### src/rtl/uart_pkg.sv
// Shared types and frame constants for the host-side UART endpoint.
package uart_pkg;

  localparam int FRAME_BITS = 10;

  typedef enum logic [1:0] {
    RX_IDLE  = 2'd0,
    RX_START = 2'd1,
    RX_DATA  = 2'd2,
    RX_STOP  = 2'd3
  } rx_state_t;

  typedef enum logic [1:0] {
    TX_IDLE  = 2'd0,
    TX_START = 2'd1,
    TX_DATA  = 2'd2,
    TX_STOP  = 2'd3
  } tx_state_t;

endpackage

### src/rtl/uart_rx.sv
// UART receiver: 2-flop synchronizer, mid-bit sampling FSM, one-cycle byte strobe.
//   state    | meaning
//   RX_IDLE  | line idle, waiting for a synchronized falling edge
//   RX_START | counting to mid start bit; high sample means glitch
//   RX_DATA  | sampling 8 data bits, LSB first
//   RX_STOP  | sampling stop bit; low means framing error, byte dropped
module uart_rx
  import uart_pkg::*;
#(
  parameter int BAUD_DIV = 868
) (
  input  logic       clk,
  input  logic       rst_n,
  input  logic       rx_i,
  output logic [7:0] rx_byte_o,
  output logic       byte_rdy_o,
  output logic       rx_idle_o
);

  localparam int               CNT_W    = $clog2(BAUD_DIV);
  localparam logic [CNT_W-1:0] CNT_FULL = CNT_W'(BAUD_DIV - 1);
  // Two cycles of the half-bit wait are already spent in edge detection.
  localparam logic [CNT_W-1:0] CNT_HALF = CNT_W'(BAUD_DIV / 2 - 2);
  localparam logic [3:0]       IDX_LAST = 4'(FRAME_BITS - 2);
  localparam logic [3:0]       IDX_STOP = 4'(FRAME_BITS - 1);

  logic             rx_meta_q, rx_sync_q, rx_prev_q;
  rx_state_t        state_q, state_d;
  logic [CNT_W-1:0] cnt_q, cnt_d;
  logic [3:0]       idx_q, idx_d;
  logic [7:0]       shift_q, shift_d;
  logic             byte_rdy_q, byte_rdy_d;

  always_comb begin
    state_d    = state_q;
    cnt_d      = cnt_q;
    idx_d      = idx_q;
    shift_d    = shift_q;
    byte_rdy_d = 1'b0;
    case (state_q)
      RX_IDLE: begin
        if (rx_prev_q && !rx_sync_q) begin
          state_d = RX_START;
          cnt_d   = CNT_HALF;
          idx_d   = 4'd0;
        end
      end
      RX_START: begin
        if (cnt_q == '0) begin
          if (rx_sync_q) begin
            state_d = RX_IDLE;
          end else begin
            state_d = RX_DATA;
            cnt_d   = CNT_FULL;
            idx_d   = 4'd1;
          end
        end else begin
          cnt_d = cnt_q - 1'b1;
        end
      end
      RX_DATA: begin
        if (cnt_q == '0) begin
          shift_d = {rx_sync_q, shift_q[7:1]};
          cnt_d   = CNT_FULL;
          if (idx_q == IDX_LAST) begin
            state_d = RX_STOP;
            idx_d   = IDX_STOP;
          end else begin
            idx_d = idx_q + 4'd1;
          end
        end else begin
          cnt_d = cnt_q - 1'b1;
        end
      end
      RX_STOP: begin
        if (cnt_q == '0) begin
          byte_rdy_d = rx_sync_q;
          state_d    = RX_IDLE;
          idx_d      = 4'd0;
        end else begin
          cnt_d = cnt_q - 1'b1;
        end
      end
      default: state_d = RX_IDLE;
    endcase
  end

  always_ff @(posedge clk or negedge rst_n) begin
    if (!rst_n) begin
      rx_meta_q  <= 1'b1;
      rx_sync_q  <= 1'b1;
      rx_prev_q  <= 1'b1;
      state_q    <= RX_IDLE;
      cnt_q      <= '0;
      idx_q      <= 4'd0;
      shift_q    <= 8'h00;
      byte_rdy_q <= 1'b0;
    end else begin
      rx_meta_q  <= rx_i;
      rx_sync_q  <= rx_meta_q;
      rx_prev_q  <= rx_sync_q;
      state_q    <= state_d;
      cnt_q      <= cnt_d;
      idx_q      <= idx_d;
      shift_q    <= shift_d;
      byte_rdy_q <= byte_rdy_d;
    end
  end

  assign rx_byte_o  = shift_q;
  assign byte_rdy_o = byte_rdy_q;
  assign rx_idle_o  = (state_q == RX_IDLE);

endmodule

### src/rtl/uart_comm.sv
// Host-side UART endpoint: 3-byte command assembly with idle timeout, single-byte response TX.
//   state    | meaning
//   TX_IDLE  | line high, accepting send_resp
//   TX_START | driving start bit
//   TX_DATA  | shifting out 8 data bits, LSB first
//   TX_STOP  | driving stop bit; resp_sent pulses as it ends
module uart_comm
  import uart_pkg::*;
#(
  parameter int BAUD_DIV     = 868,
  parameter int TIMEOUT_BITS = 24
) (
  input  logic        clk,
  input  logic        rst_n,
  input  logic        RX,
  output logic        TX,
  output logic [23:0] cmd,
  output logic        cmd_rdy,
  input  logic        clr_cmd_rdy,
  input  logic [7:0]  resp_data,
  input  logic        send_resp,
  output logic        resp_sent
);

  localparam int               CNT_W    = $clog2(BAUD_DIV);
  localparam logic [CNT_W-1:0] CNT_FULL = CNT_W'(BAUD_DIV - 1);
  localparam logic [3:0]       IDX_LAST = 4'(FRAME_BITS - 2);
  localparam logic [3:0]       IDX_STOP = 4'(FRAME_BITS - 1);
  localparam int               TMO_CYC  = TIMEOUT_BITS * BAUD_DIV;
  localparam int               TMO_W    = $clog2(TMO_CYC);
  localparam logic [TMO_W-1:0] TMO_LOAD = TMO_W'(TMO_CYC - 1);

  logic [7:0] rx_byte;
  logic       byte_rdy;
  logic       rx_idle;

  uart_rx #(.BAUD_DIV(BAUD_DIV)) u_rx (
    .clk        (clk),
    .rst_n      (rst_n),
    .rx_i       (RX),
    .rx_byte_o  (rx_byte),
    .byte_rdy_o (byte_rdy),
    .rx_idle_o  (rx_idle)
  );

  // Command assembly and partial-command timeout
  logic [1:0]       byte_cnt_q, byte_cnt_d;
  logic [7:0]       high_q, high_d, mid_q, mid_d;
  logic [23:0]      cmd_q, cmd_d;
  logic             cmd_rdy_q, cmd_rdy_d;
  logic [TMO_W-1:0] tmo_q, tmo_d;

  always_comb begin
    byte_cnt_d = byte_cnt_q;
    high_d     = high_q;
    mid_d      = mid_q;
    cmd_d      = cmd_q;
    cmd_rdy_d  = clr_cmd_rdy ? 1'b0 : cmd_rdy_q;
    tmo_d      = tmo_q;
    if (byte_rdy) begin
      case (byte_cnt_q)
        2'd0: begin
          high_d     = rx_byte;
          byte_cnt_d = 2'd1;
        end
        2'd1: begin
          mid_d      = rx_byte;
          byte_cnt_d = 2'd2;
        end
        default: begin
          byte_cnt_d = 2'd0;
          // A command held unread is never overwritten, unless it is being cleared right now.
          if (!cmd_rdy_q || clr_cmd_rdy) begin
            cmd_d     = {high_q, mid_q, rx_byte};
            cmd_rdy_d = 1'b1;
          end
        end
      endcase
    end else if (byte_cnt_q != 2'd0 && rx_idle && tmo_q == '0) begin
      byte_cnt_d = 2'd0;
    end
    if (byte_cnt_q == 2'd0 || !rx_idle) begin
      tmo_d = TMO_LOAD;
    end else if (tmo_q != '0) begin
      tmo_d = tmo_q - 1'b1;
    end
  end

  always_ff @(posedge clk or negedge rst_n) begin
    if (!rst_n) begin
      byte_cnt_q <= 2'd0;
      high_q     <= 8'h00;
      mid_q      <= 8'h00;
      cmd_q      <= 24'h000000;
      cmd_rdy_q  <= 1'b0;
      tmo_q      <= '0;
    end else begin
      byte_cnt_q <= byte_cnt_d;
      high_q     <= high_d;
      mid_q      <= mid_d;
      cmd_q      <= cmd_d;
      cmd_rdy_q  <= cmd_rdy_d;
      tmo_q      <= tmo_d;
    end
  end

  // Transmitter
  tx_state_t        tx_state_q, tx_state_d;
  logic [CNT_W-1:0] tx_cnt_q, tx_cnt_d;
  logic [3:0]       tx_idx_q, tx_idx_d;
  logic [7:0]       tx_shift_q, tx_shift_d;
  logic             tx_q, tx_d;
  logic             resp_sent_q, resp_sent_d;

  always_comb begin
    tx_state_d  = tx_state_q;
    tx_cnt_d    = tx_cnt_q;
    tx_idx_d    = tx_idx_q;
    tx_shift_d  = tx_shift_q;
    tx_d        = tx_q;
    resp_sent_d = 1'b0;
    case (tx_state_q)
      TX_IDLE: begin
        if (send_resp) begin
          tx_state_d = TX_START;
          tx_shift_d = resp_data;
          tx_cnt_d   = CNT_FULL;
          tx_idx_d   = 4'd0;
          tx_d       = 1'b0;
        end
      end
      TX_START: begin
        if (tx_cnt_q == '0) begin
          tx_state_d = TX_DATA;
          tx_d       = tx_shift_q[0];
          tx_shift_d = {1'b0, tx_shift_q[7:1]};
          tx_cnt_d   = CNT_FULL;
          tx_idx_d   = 4'd1;
        end else begin
          tx_cnt_d = tx_cnt_q - 1'b1;
        end
      end
      TX_DATA: begin
        if (tx_cnt_q == '0) begin
          tx_cnt_d = CNT_FULL;
          if (tx_idx_q == IDX_LAST) begin
            tx_state_d = TX_STOP;
            tx_d       = 1'b1;
            tx_idx_d   = IDX_STOP;
          end else begin
            tx_d       = tx_shift_q[0];
            tx_shift_d = {1'b0, tx_shift_q[7:1]};
            tx_idx_d   = tx_idx_q + 4'd1;
          end
        end else begin
          tx_cnt_d = tx_cnt_q - 1'b1;
        end
      end
      TX_STOP: begin
        if (tx_cnt_q == '0) begin
          tx_state_d  = TX_IDLE;
          tx_idx_d    = 4'd0;
          resp_sent_d = 1'b1;
        end else begin
          tx_cnt_d = tx_cnt_q - 1'b1;
        end
      end
      default: tx_state_d = TX_IDLE;
    endcase
  end

  always_ff @(posedge clk or negedge rst_n) begin
    if (!rst_n) begin
      tx_state_q  <= TX_IDLE;
      tx_cnt_q    <= '0;
      tx_idx_q    <= 4'd0;
      tx_shift_q  <= 8'h00;
      tx_q        <= 1'b1;
      resp_sent_q <= 1'b0;
    end else begin
      tx_state_q  <= tx_state_d;
      tx_cnt_q    <= tx_cnt_d;
      tx_idx_q    <= tx_idx_d;
      tx_shift_q  <= tx_shift_d;
      tx_q        <= tx_d;
      resp_sent_q <= resp_sent_d;
    end
  end

  assign TX        = tx_q;
  assign resp_sent = resp_sent_q;
  assign cmd       = cmd_q;
  assign cmd_rdy   = cmd_rdy_q;

endmodule

### config.mk
export PLATFORM = sky130hd
export DESIGN_NAME = uart_comm
export DESIGN_NICKNAME = d
export VERILOG_FILES = /design/src/rtl/uart_pkg.sv /design/src/rtl/uart_rx.sv /design/src/rtl/uart_comm.sv
export SDC_FILE = /design/constraint.sdc
export NUM_CORES = 1
export LEC_CHECK = 0
export ABC_AREA = 1
export BUFFER_PORTS_ARGS = -buffer_cell sky130_fd_sc_hd__clkbuf_2
export CAP_MARGIN = 20
export CORE_MARGIN = 2
export CORE_UTILIZATION = 60
export CTS_BUF_LIST = sky130_fd_sc_hd__clkbuf_16
export DETAILED_ROUTE_END_ITERATION = 8
export GPL_TIMING_DRIVEN = 0
export MAX_ROUTING_LAYER = met4
export PLACE_DENSITY_LB_ADDON = 0.3
export SKIP_LAST_GASP = 1
export SLEW_MARGIN = 30
export SYNTH_ARGS = -nofsm -noshare
export SYNTH_HDL_FRONTEND = slang
export SYNTH_SLANG_ARGS = --single-unit
### constraint.sdc
create_clock -name clk -period 1.8 [get_ports clk]
set_input_delay 0.09 -clock clk [delete_from_list [all_inputs] [get_ports clk]]
set_output_delay 0.09 -clock clk [all_outputs]
set_load 0.005 [all_outputs]
==> metrics.yaml, run 1 <==
synth.avg_cell_area_sq_um: 8.59
start_util_pct: 61.6
final_hold_viol_count: 0
grt_max_degree: 62
drt_iter0_markers: 223
preCtsSetupSlack_ps: -104
period_share_pct: 94.5
synth_cells: 662
min_delay_path_depth: 3
path_depth: 8
critPathMaxFanout: 10
antenna_cells: 0
synth_common_cells: "149 x nand2_1, 108 x dfrtp_1, 80 x inv_1"
drc: 0
antenna_found_initial: 0
max-vdd-ir-drop_mv: 0.899
core_area_sq_mm: 0.00924
cts_max_level: 3
cts_buffers: 9
clockRootBuffer: "clkbuf_16"
cpMaxStageDelayCell: "dfrtp_1"
clock_skew_ps: 10.6
syn_to_final_growth_pct: 13.5
fin_hold_ws_ps: 33.4
crit_path_end_kind: "flop"
place_hpwl_um: 8120
clkTransAtPathRegs_ps: 80
max_freq_ghz: 0.588
slowest_delay_ps: 390
ys_seq_area_share_pct: 49.4
maxSlewViolCount: 0
routed_wl_um: 11500
fp-row-count: 35
setup_viol: 0
final_util_pct: 69.9
status: "finished, final reports clean"
yosys.area.top_type_share_pct: 47.5
first_pass_iters: 5
die_w_um: 101
grt_use_total_pct: 24.9
p_per_area_mw_per_mm2: 1320
synthTopCellsByArea: "dfrtp_1 48%, nand2_1 9.8%, inv_1 5.3%, nor2_1 4.4%, ha_1 4.2%"
grt_pass1_vias: 4317
wl_per_cell_um: 13.6
yosys_warnings: 0
ys_ff_latch: 112
synthFlopType: "dfrtp_1"
gr-total-overflow: 0
critical_path_buf_inv_count: 2
hp-class: "input port to flop"
layout-drive-gt1-share_pct: 18.3
synth.cell_area_sq_mm: 0.00569
rsz0062_at_grt: "true"
postCtsSetupRepairBufs: 0
cp-start-kind: "flop"
post-route-min-period_ps: 1700
dieArea_sq_mm: 0.0103
leakage_nw: 3.22
io_pins: 40
max_slew.worst_pin.slew_ps: 503
yosysTopAreaCell: "dfrtp_1"
synth_fp_nets: 694
rr_worst_depth: 8
synthArstFlopShare_pct: 100
synth-edff-count: 0
finish.net_count: 747
gp_congestion: 0.901
relSlewSlack_pct: 66.5
required_ps: 2040
arrival_ps: 1940
die_h_um: 101
stdcell_area_sq_mm: 0.00646
maxCapViolCount: 0
path_class: "flop to flop"
antenna_left: 0
crit_family: "simple AND/OR/NAND/NOR gates"
clock_latency_ps: 350
synth_most_common_cell: "nand2_1"
clock_sinks: 112
synthDistinctLibCells: 38
placed_area_sq_mm: 0.00608
cp_cell_sequence: "inv_1 > ha_2 > or2_2 > nand2_4 > nand3b_4 > buf_6 > nand2_1 > o21ai_2"
vias: 4426
clockBufferDepth: 2
io_buffers: 39
via_per_inst: 5.21
fin_ws_ps: 99.7
tritoncts: "yes"
grt_pass1_wl_um: 19900
## metrics by stage
step                      total power [mW]  cells  setup TNS (ps)
final                                 8.56    849               0
after global routing                  9.19    849           -25.5
after CTS                             8.54    849               0
after detailed placement              6.41    831            -428
after global placement                6.26    830          -99160
after floorplan                       5.72    662               0
## cells by family (layout without fill, tap and decap cells)
kind of cell | count (synthesis) | in the layout | synth area share [%]
AND/OR/NAND/NOR | 306 | 306 | 24.3
AO/OA/AOI/OAI | 91 | 91 | 8.80
buffers and inverters | 97 | 155 | 6.80
adder cells (fa/ha/maj) | 19 | 19 | 4.18
multiplexers | 23 | 23 | 4.40
flip-flops | 112 | 112 | 49.4
XOR/XNOR | 14 | 14 | 2.16
## path summary, 6_finish.rpt
kind	start	endpoint	slack [ps]
setup / recovery	tx_state_q[0]	tx_shift_q[6]	100
hold / removal	resp_data[5]	tx_shift_q[5]	30
setup reg to reg	tx_state_q[0]	tx_shift_q[6]	100
hold reg to reg	u_rx.rx_meta_q	u_rx.rx_sync_q	360
max in group asynchronous	rst_n	TX	900
min in group asynchronous	rst_n	tx_shift_q[7]	260
## registers in the layout, summed over array words and instances, names as in the netlist, 4 cells and up, named ones only
name and flops:
cmd 24, tmo_q 15, tx_cnt_q 10, u_rx.cnt_q 10, high_q 8, mid_q 8, tx_shift_q 8, u_rx.rx_byte_o 8
tx_idx_q 4, u_rx.idx_q 4
## report_power, final
| group | switching [mW] | internal (mW) |
|---|---|---|
| combinational | 2.13 | 1.20 |
| sequential | 0.262 | 2.86 |
| clock | 0.986 | 1.12 |
## worst reg2reg max path, stage by stage (launching register included)
cell and delay, ps:
dfrtp_1 390, inv_1 90, ha_2 230, or2_2 340, nand2_4 110, nand3b_4 120
buf_6 180, nand2_1 70, o21ai_2 50
## per-layer routing
metal | vias up | wire, um | GRT usage (%)
met5 | - | 0 | -
met4 | 0 | 148 | 6.96
met3 | 11 | 342 | 4.00
met2 | 69 | 5780 | 40.4
met1 | 2132 | 5240 | 32.8
li1 | 2214 | - | -
## final cells by class
cell class	instances	area [sq um]
plain buffers	11	71.3
clock buffers	9	225
clock inverters	7	97.6
fillers	709	2780
inverters	85	319
multi-input cells	453	2510
flip-flops and latches	112	2810
well taps	129	161
repair buffers	43	262
## cells in the final DEF, fill, tap and decap left out, drive strengths merged, types with 6 or more instances in the layout
cell type	n
nand2	160
dfrtp	108
inv	88
nor2	75
o21ai	74
clkbuf	52
nand3	45
ha	19
mux2	16
nor3	11
a21oi	10
xor2	10
buf	8
mux2i	7
or2	6
## what timing repair did
item                                    CTS  global route
endpoints found under the setup margin    9            34
endpoints found under the hold margin    50             0
hold buffers                              3             0
resized for setup                         1            11
No activity file was read; power rests on OpenSTA's default activity.
==> inputs of run 2 (changes only) <==
- CTS_BUF_LIST: sky130_fd_sc_hd__clkbuf_16 -> sky130_fd_sc_hd__clkbuf_8 sky130_fd_sc_hd__clkbuf_16
==> run 2 against run 1 <==
Critical path type unchanged. Power decreased by 5.6%. Count of clock-buffer cells in the layout grew 1. Maximum frequency fell by 4.1%.
==> metrics.yaml, run 2 (synthesis results as in run 1) <==
vias: 4498  # +1.6%
maxCapViolCount: 0  # unchanged
clockBufferDepth: 2  # unchanged
cpMaxStageDelayCell: "dfrtp_1"
slowest_delay_ps: 440  # +50 ps
leakage_nw: 3.19  # -0.97%
layout_common_cells: "148 x nand2_1, 108 x dfrtp_1, 80 x inv_1, 63 x nor2_1, 46 x o21ai_0"
die_h_um: 101  # unchanged
critPathMaxFanout: 10  # unchanged
clock_latency_ps: 390  # +40 ps
dp.cells: 831  # unchanged
start_util_pct: 61.6  # unchanged
antenna_cells: 0  # unchanged
drt_iter0_markers: 223  # unchanged
cts_buffers: 9  # unchanged
path_class: "flop to flop"
routed_wl_um: 11400  # -1.4%
period_share_pct: 98.5  # +4.1 points
crit_path_end_kind: "flop"
io_buffers: 39  # unchanged
p_per_area_mw_per_mm2: 1260  # -4.7%
critical_path_buf_inv_count: 5  # +3
largest_reg_flops: 24  # unchanged
via_per_inst: 5.28  # +1.3%
dieArea_sq_mm: 0.0103  # unchanged
gr-total-overflow: 0  # unchanged
clock_skew_ps: 17.0  # +6.41 ps
grt_max_degree: 62  # unchanged
wl_per_cell_um: 13.3  # -1.7%
fin_ws_ps: 26.3  # -73.4 ps
max-vdd-ir-drop_mv: 0.784  # -13%
multi_input_area_sq_mm: 0.00252  # about the same
rsz0062_at_grt: "true"
fin_cells: 852  # +0.35%
cp_cell_sequence: "inv_1 > ha_1 > inv_1 > nor2_2 > buf_4 > inv_1 > o31ai_1 > inv_1"
fp-row-count: 35  # unchanged
syn_to_final_growth_pct: 12.4
maxSlewViolCount: 0  # unchanged
crit_family: "buffers and inverters"
setup_viol: 0  # unchanged
clkTransAtPathRegs_ps: 110  # +30 ps
finish.net_count: 750  # +0.40%
crit_top_cell: "inv_1"
cts_max_level: 3  # unchanged
drc: 0  # unchanged
die_w_um: 101  # unchanged
antenna_found_initial: 0  # unchanged
max_slew.worst_pin.slew_ps: 466  # -36.2 ps
relSlewSlack_pct: 68.9  # +2.4 points
max_freq_ghz: 0.564  # -4.1%
regArea_sq_mm: 0.00281  # unchanged
clockRootBuffer: "clkbuf_8"
final_util_pct: 69.2  # -0.66 points
layout-drive-gt1-share_pct: 18.4  # +0.062 points
cp-start-kind: "flop"
core_area_sq_mm: 0.00924  # unchanged
post-route-min-period_ps: 1770  # +73.4 ps
clock_sinks: 112  # unchanged
antenna_left: 0  # unchanged
place_hpwl_um: 8120  # unchanged
io_pins: 40  # unchanged
tritoncts: "yes"
grt_pass1_wl_um: 19700  # -0.91%
status: "finished, final reports clean"
first_pass_iters: 5  # unchanged
num-fill-cells: 736  # +3.8%
final_hold_viol_count: 0  # unchanged
required_ps: 2070  # +30 ps
grt_use_total_pct: 24.6  # -0.29 points
grt_pass1_vias: 4324  # +0.16%
final_common_cell: "nand2_1"
preCtsSetupSlack_ps: -104  # unchanged
hp-class: "input port to flop"
arrival_ps: 2040  # +100 ps
gp_congestion: 0.901  # unchanged
## run 2: power breakdown
group	switching [mW]	total, mW	internal [mW]
sequential	0.261	3.12	2.86
clock	0.921	1.65	0.729
combinational	2.11	3.31	1.20
total	3.29	8.08	4.79
## run 2: cell type report
cell class / instances / share of cell area [%]
Buffer: 11 / 1.08
Clock buffer: 10 / 2.15
Clock inverter: 6 / 1.47
Inverter: 85 / 4.99
Multi-Input combinational cell: 453 / 39.4
Sequential cell: 112 / 43.9
Tap cell: 129 / 2.52
Timing Repair Buffer: 46 / 4.56
## run 2: worst reg2reg max path: stages, from the launching register on
cell	delay [ps]
dfrtp_1	440
inv_1	140
ha_1	160
inv_1	60
nor2_2	150
buf_4	200
inv_1	140
o31ai_1	290
inv_1	80
## run 2: through the flow
stage                     total power [mW]  area [sq um]  hold WS (ps)  setup TNS (ps)
after detailed placement              6.41          6080          70.4            -428
after floorplan                       5.72          5690          -206               0
after global routing                  8.72          6400          21.8           -97.7
after CTS                             8.08          6370          5.67               0
final                                 8.08          6400          11.5               0
after global placement                6.26          6050           179          -99160
## run 2: path summary, 6_finish.rpt
| path | start | endpoint | slack (ps) | cells after the start |
|---|---|---|---|---|
| worst min-delay path | resp_data[2] | tx_shift_q[2] | 10 | 3 |
| max in group asynchronous | rst_n | TX | 940 | 3 |
| min in group asynchronous | rst_n | tx_shift_q[7] | 220 | 2 |
| worst min register to register | u_rx.rx_meta_q | u_rx.rx_sync_q | 370 | 0 |
| worst max register to register | u_rx.state_q[0] | tmo_q[8] | 30 | 8 |
| worst max-delay path | u_rx.state_q[0] | tmo_q[8] | 30 | 8 |
## run 2: timing repair
item / in CTS / in global routing
hold buffers: 6 / 0
setup endpoints to repair: 9 / 36
gates resized for setup: 1 / 10
pin swaps: 0 / 0
hold endpoints to repair: 56 / 0
setup buffers: 0 / 0
gates cloned: 0 / 0
## run 2: layer usage
| layer | GRT usage (%) | vias to the layer above | share of wire, % |
|---|---|---|---|
| li1 | - | 2219 | - |
| met1 | 32.4 | 2187 | 45 |
| met2 | 40.2 | 73 | 50 |
| met3 | 4.42 | 19 | 3.1 |
| met4 | 5.82 | 0 | 1.2 |
| met5 | - | - | 0 |
==> inputs of run 3 (changes only) <==
- MAX_ROUTING_LAYER: met4 -> unset
==> run 3 against run 2 <==
Final area is the same. Worst setup slack better by 19 ps. Clock power about the same. Die area stayed put. Critical endpoint unchanged. Largest cell class unchanged. Critical path type unchanged. Final cell count did not move. Clock skew is 1.6 ps higher. Flip-flop and latch count did not move. Maximum frequency increased by 1.1%. Sequential share of layout area unchanged. Power barely moved.
==> metrics.yaml, run 3 (synthesis results as in run 1) <==
maxCapViolCount: 0  # unchanged
status: "finished, final reports clean"
final_util_pct: 69.2  # unchanged
placed_area_sq_mm: 0.00608  # unchanged
leakage_nw: 3.19  # unchanged
rr_worst_depth: 8  # unchanged
hold_path.startpoint: "resp_data[2]"
max-vdd-ir-drop_mv: 0.783  # about the same
max_slew.worst_pin.slew_ps: 471  # +4.93 ps
core_area_sq_mm: 0.00924  # unchanged
tritoncts: "yes"
gp_congestion: 0.886  # -1.6%
wl_per_cell_um: 13.4  # +0.29%
comb_power_share_pct: 41.0  # about the same
clock_skew_ps: 18.7  # +1.61 ps
routed_wl_um: 11400  # +0.29%
via_per_inst: 5.29  # +0.27%
die_h_um: 101  # unchanged
clockBufferDepth: 2  # unchanged
max_freq_ghz: 0.570  # +1.1%
grt_pass1_vias: 4318  # -0.14%
critPathMaxFanout: 10  # unchanged
finish.net_count: 750  # unchanged
crit_path_end_kind: "flop"
layout-drive-gt1-share_pct: 18.4  # unchanged
final_common_cell: "nand2_1"
cp-start-kind: "flop"
worst_r2r_endpoint: "tmo_q[8]"
post-route-min-period_ps: 1750  # -19.2 ps
fin_ws_ps: 45.5  # +19.2 ps
power.share.switching_pct: 40.7  # about the same
multi_input_area_sq_mm: 0.00252  # unchanged
period_share_pct: 97.5  # -1.1 points
p_per_area_mw_per_mm2: 1260  # about the same
p_sw_mw: 3.29  # +0.11%
cts_max_level: 3  # unchanged
antenna_left: 0  # unchanged
min_delay_path_depth: 3  # unchanged
preCtsSetupSlack_ps: -104  # unchanged
num-fill-cells: 736  # unchanged
final_hold_viol_count: 0  # unchanged
clock_latency_ps: 390  # about the same
gr-total-overflow: 0  # unchanged
regArea_sq_mm: 0.00281  # unchanged
whs_endpoint: "tx_shift_q[2]"
finalPower_mw: 8.08  # about the same
hp-class: "input port to flop"
rrSetupSlack_ps: 50  # +20 ps
place_hpwl_um: 8120  # unchanged
rsz0062_at_grt: "true"
die_w_um: 101  # unchanged
power_frac_clock_pct: 20.5  # about the same
required_ps: 2070  # about the same
pwr-share-seq_pct: 38.6  # about the same
relSlewSlack_pct: 68.6  # -0.33 points
grt_pass1_wl_um: 19700  # about the same
layout_common_cells: "148 x nand2_1, 108 x dfrtp_1, 80 x inv_1, 63 x nor2_1, 46 x o21ai_0"
vias: 4510  # +0.27%
arrival_ps: 2030  # about the same
fin_setup_tns_ps: 0  # unchanged
largest_reg_flops: 24  # unchanged
timing.rr.start: "u_rx.state_q[0]"
antenna_cells: 0  # unchanged
maxSlewViolCount: 0  # unchanged
clockRootBuffer: "clkbuf_8"
cts_buffers: 9  # unchanged
drt_iter0_markers: 220  # -1.3%
setup_viol: 0  # unchanged
io_buffers: 39  # unchanged
io_pins: 40  # unchanged
p_int_mw: 4.79  # about the same
grt_use_total_pct: 23.9  # -0.71 points
grt_max_degree: 62  # unchanged
first_pass_iters: 5  # unchanged
clkTransAtPathRegs_ps: 110  # about the same
antenna_found_initial: 0  # unchanged
dieArea_sq_mm: 0.0103  # unchanged
stdcell_area_sq_mm: 0.00640  # unchanged
start_util_pct: 61.6  # unchanged
clock_sinks: 112  # unchanged
syn_to_final_growth_pct: 12.4  # unchanged
path_class: "flop to flop"
fp-row-count: 35  # unchanged
drc: 0  # unchanged
## run 3: cell counts in the layout (fill, tap and decap cells not counted)
Identical to the previous run, type by type.
## run 3: repair_timing
action                                  4_1_cts  5_1_grt
hold endpoints to repair                     56        0
buffers inserted                              0        0
endpoints found under the setup margin        9       36
resized for setup                             1       10
pin swaps                                     0        0
hold buffers                                  6        0
gates cloned                                  0        0
## run 3: critical path, cell delays in order, from the launching register on
cell and delay, ps:
dfrtp_1 440, inv_1 140, ha_1 160, inv_1 60
nor2_2 150, buf_4 190, inv_1 130, o31ai_1 290
inv_1 80
## run 3: how the worst max path moves through the flow
stage	endpoint	cells past startpoint	start	slack, ps
2_1_floorplan	tx_shift_q[4]	6	tx_state_q[0]	150
4_1_cts	tmo_q[8]	8	u_rx.state_q[0]	6
3_3_place_gp	high_q[3]	1	rst_n	-920
5_1_grt	tmo_q[8]	8	u_rx.state_q[0]	-90
6_report	tmo_q[8]	8	u_rx.state_q[0]	50
3_5_place_dp	tx_shift_q[4]	6	tx_state_q[0]	-100
## run 3: power groups by stage
stage                     combinational, mW  clock, mW  sequential, mW
after detailed placement               3.25          0            3.16
after floorplan                        2.61          0            3.10
after CTS                              3.27       1.70            3.11
after global placement                 3.12          0            3.14
final                                  3.31       1.65            3.12
after global routing                   3.77       1.80            3.16
## run 3: per-layer routing
| metal | track usage (%) | part of all wire (%) | vias to the layer above |
|---|---|---|---|
| li1 | - | - | 2217 |
| met1 | 32.4 | 45 | 2191 |
| met2 | 40.2 | 50 | 90 |
| met3 | 4.83 | 3.8 | 12 |
| met4 | 5.51 | 1.1 | 0 |
| met5 | 0 | 0 | - |
## run 3: final cells by class
cell class,instances,share of cell area [%]
sequential,112,43.9
multi-input combinational,453,39.4
clock buffer,10,2.15
inverter,85,4.99
clock inverter,6,1.47
timing repair buffer,46,4.56
buffer,11,1.08
tap,129,2.52
## run 3: metrics by stage
stage / hold WS, ps / std cells
4_1_cts: 5.67 / 852
3_5_place_dp: 70.4 / 831
6_report: 12.6 / 852
2_1_floorplan: -206 / 662
5_1_grt: 18.6 / 852
3_3_place_gp: 179 / 830
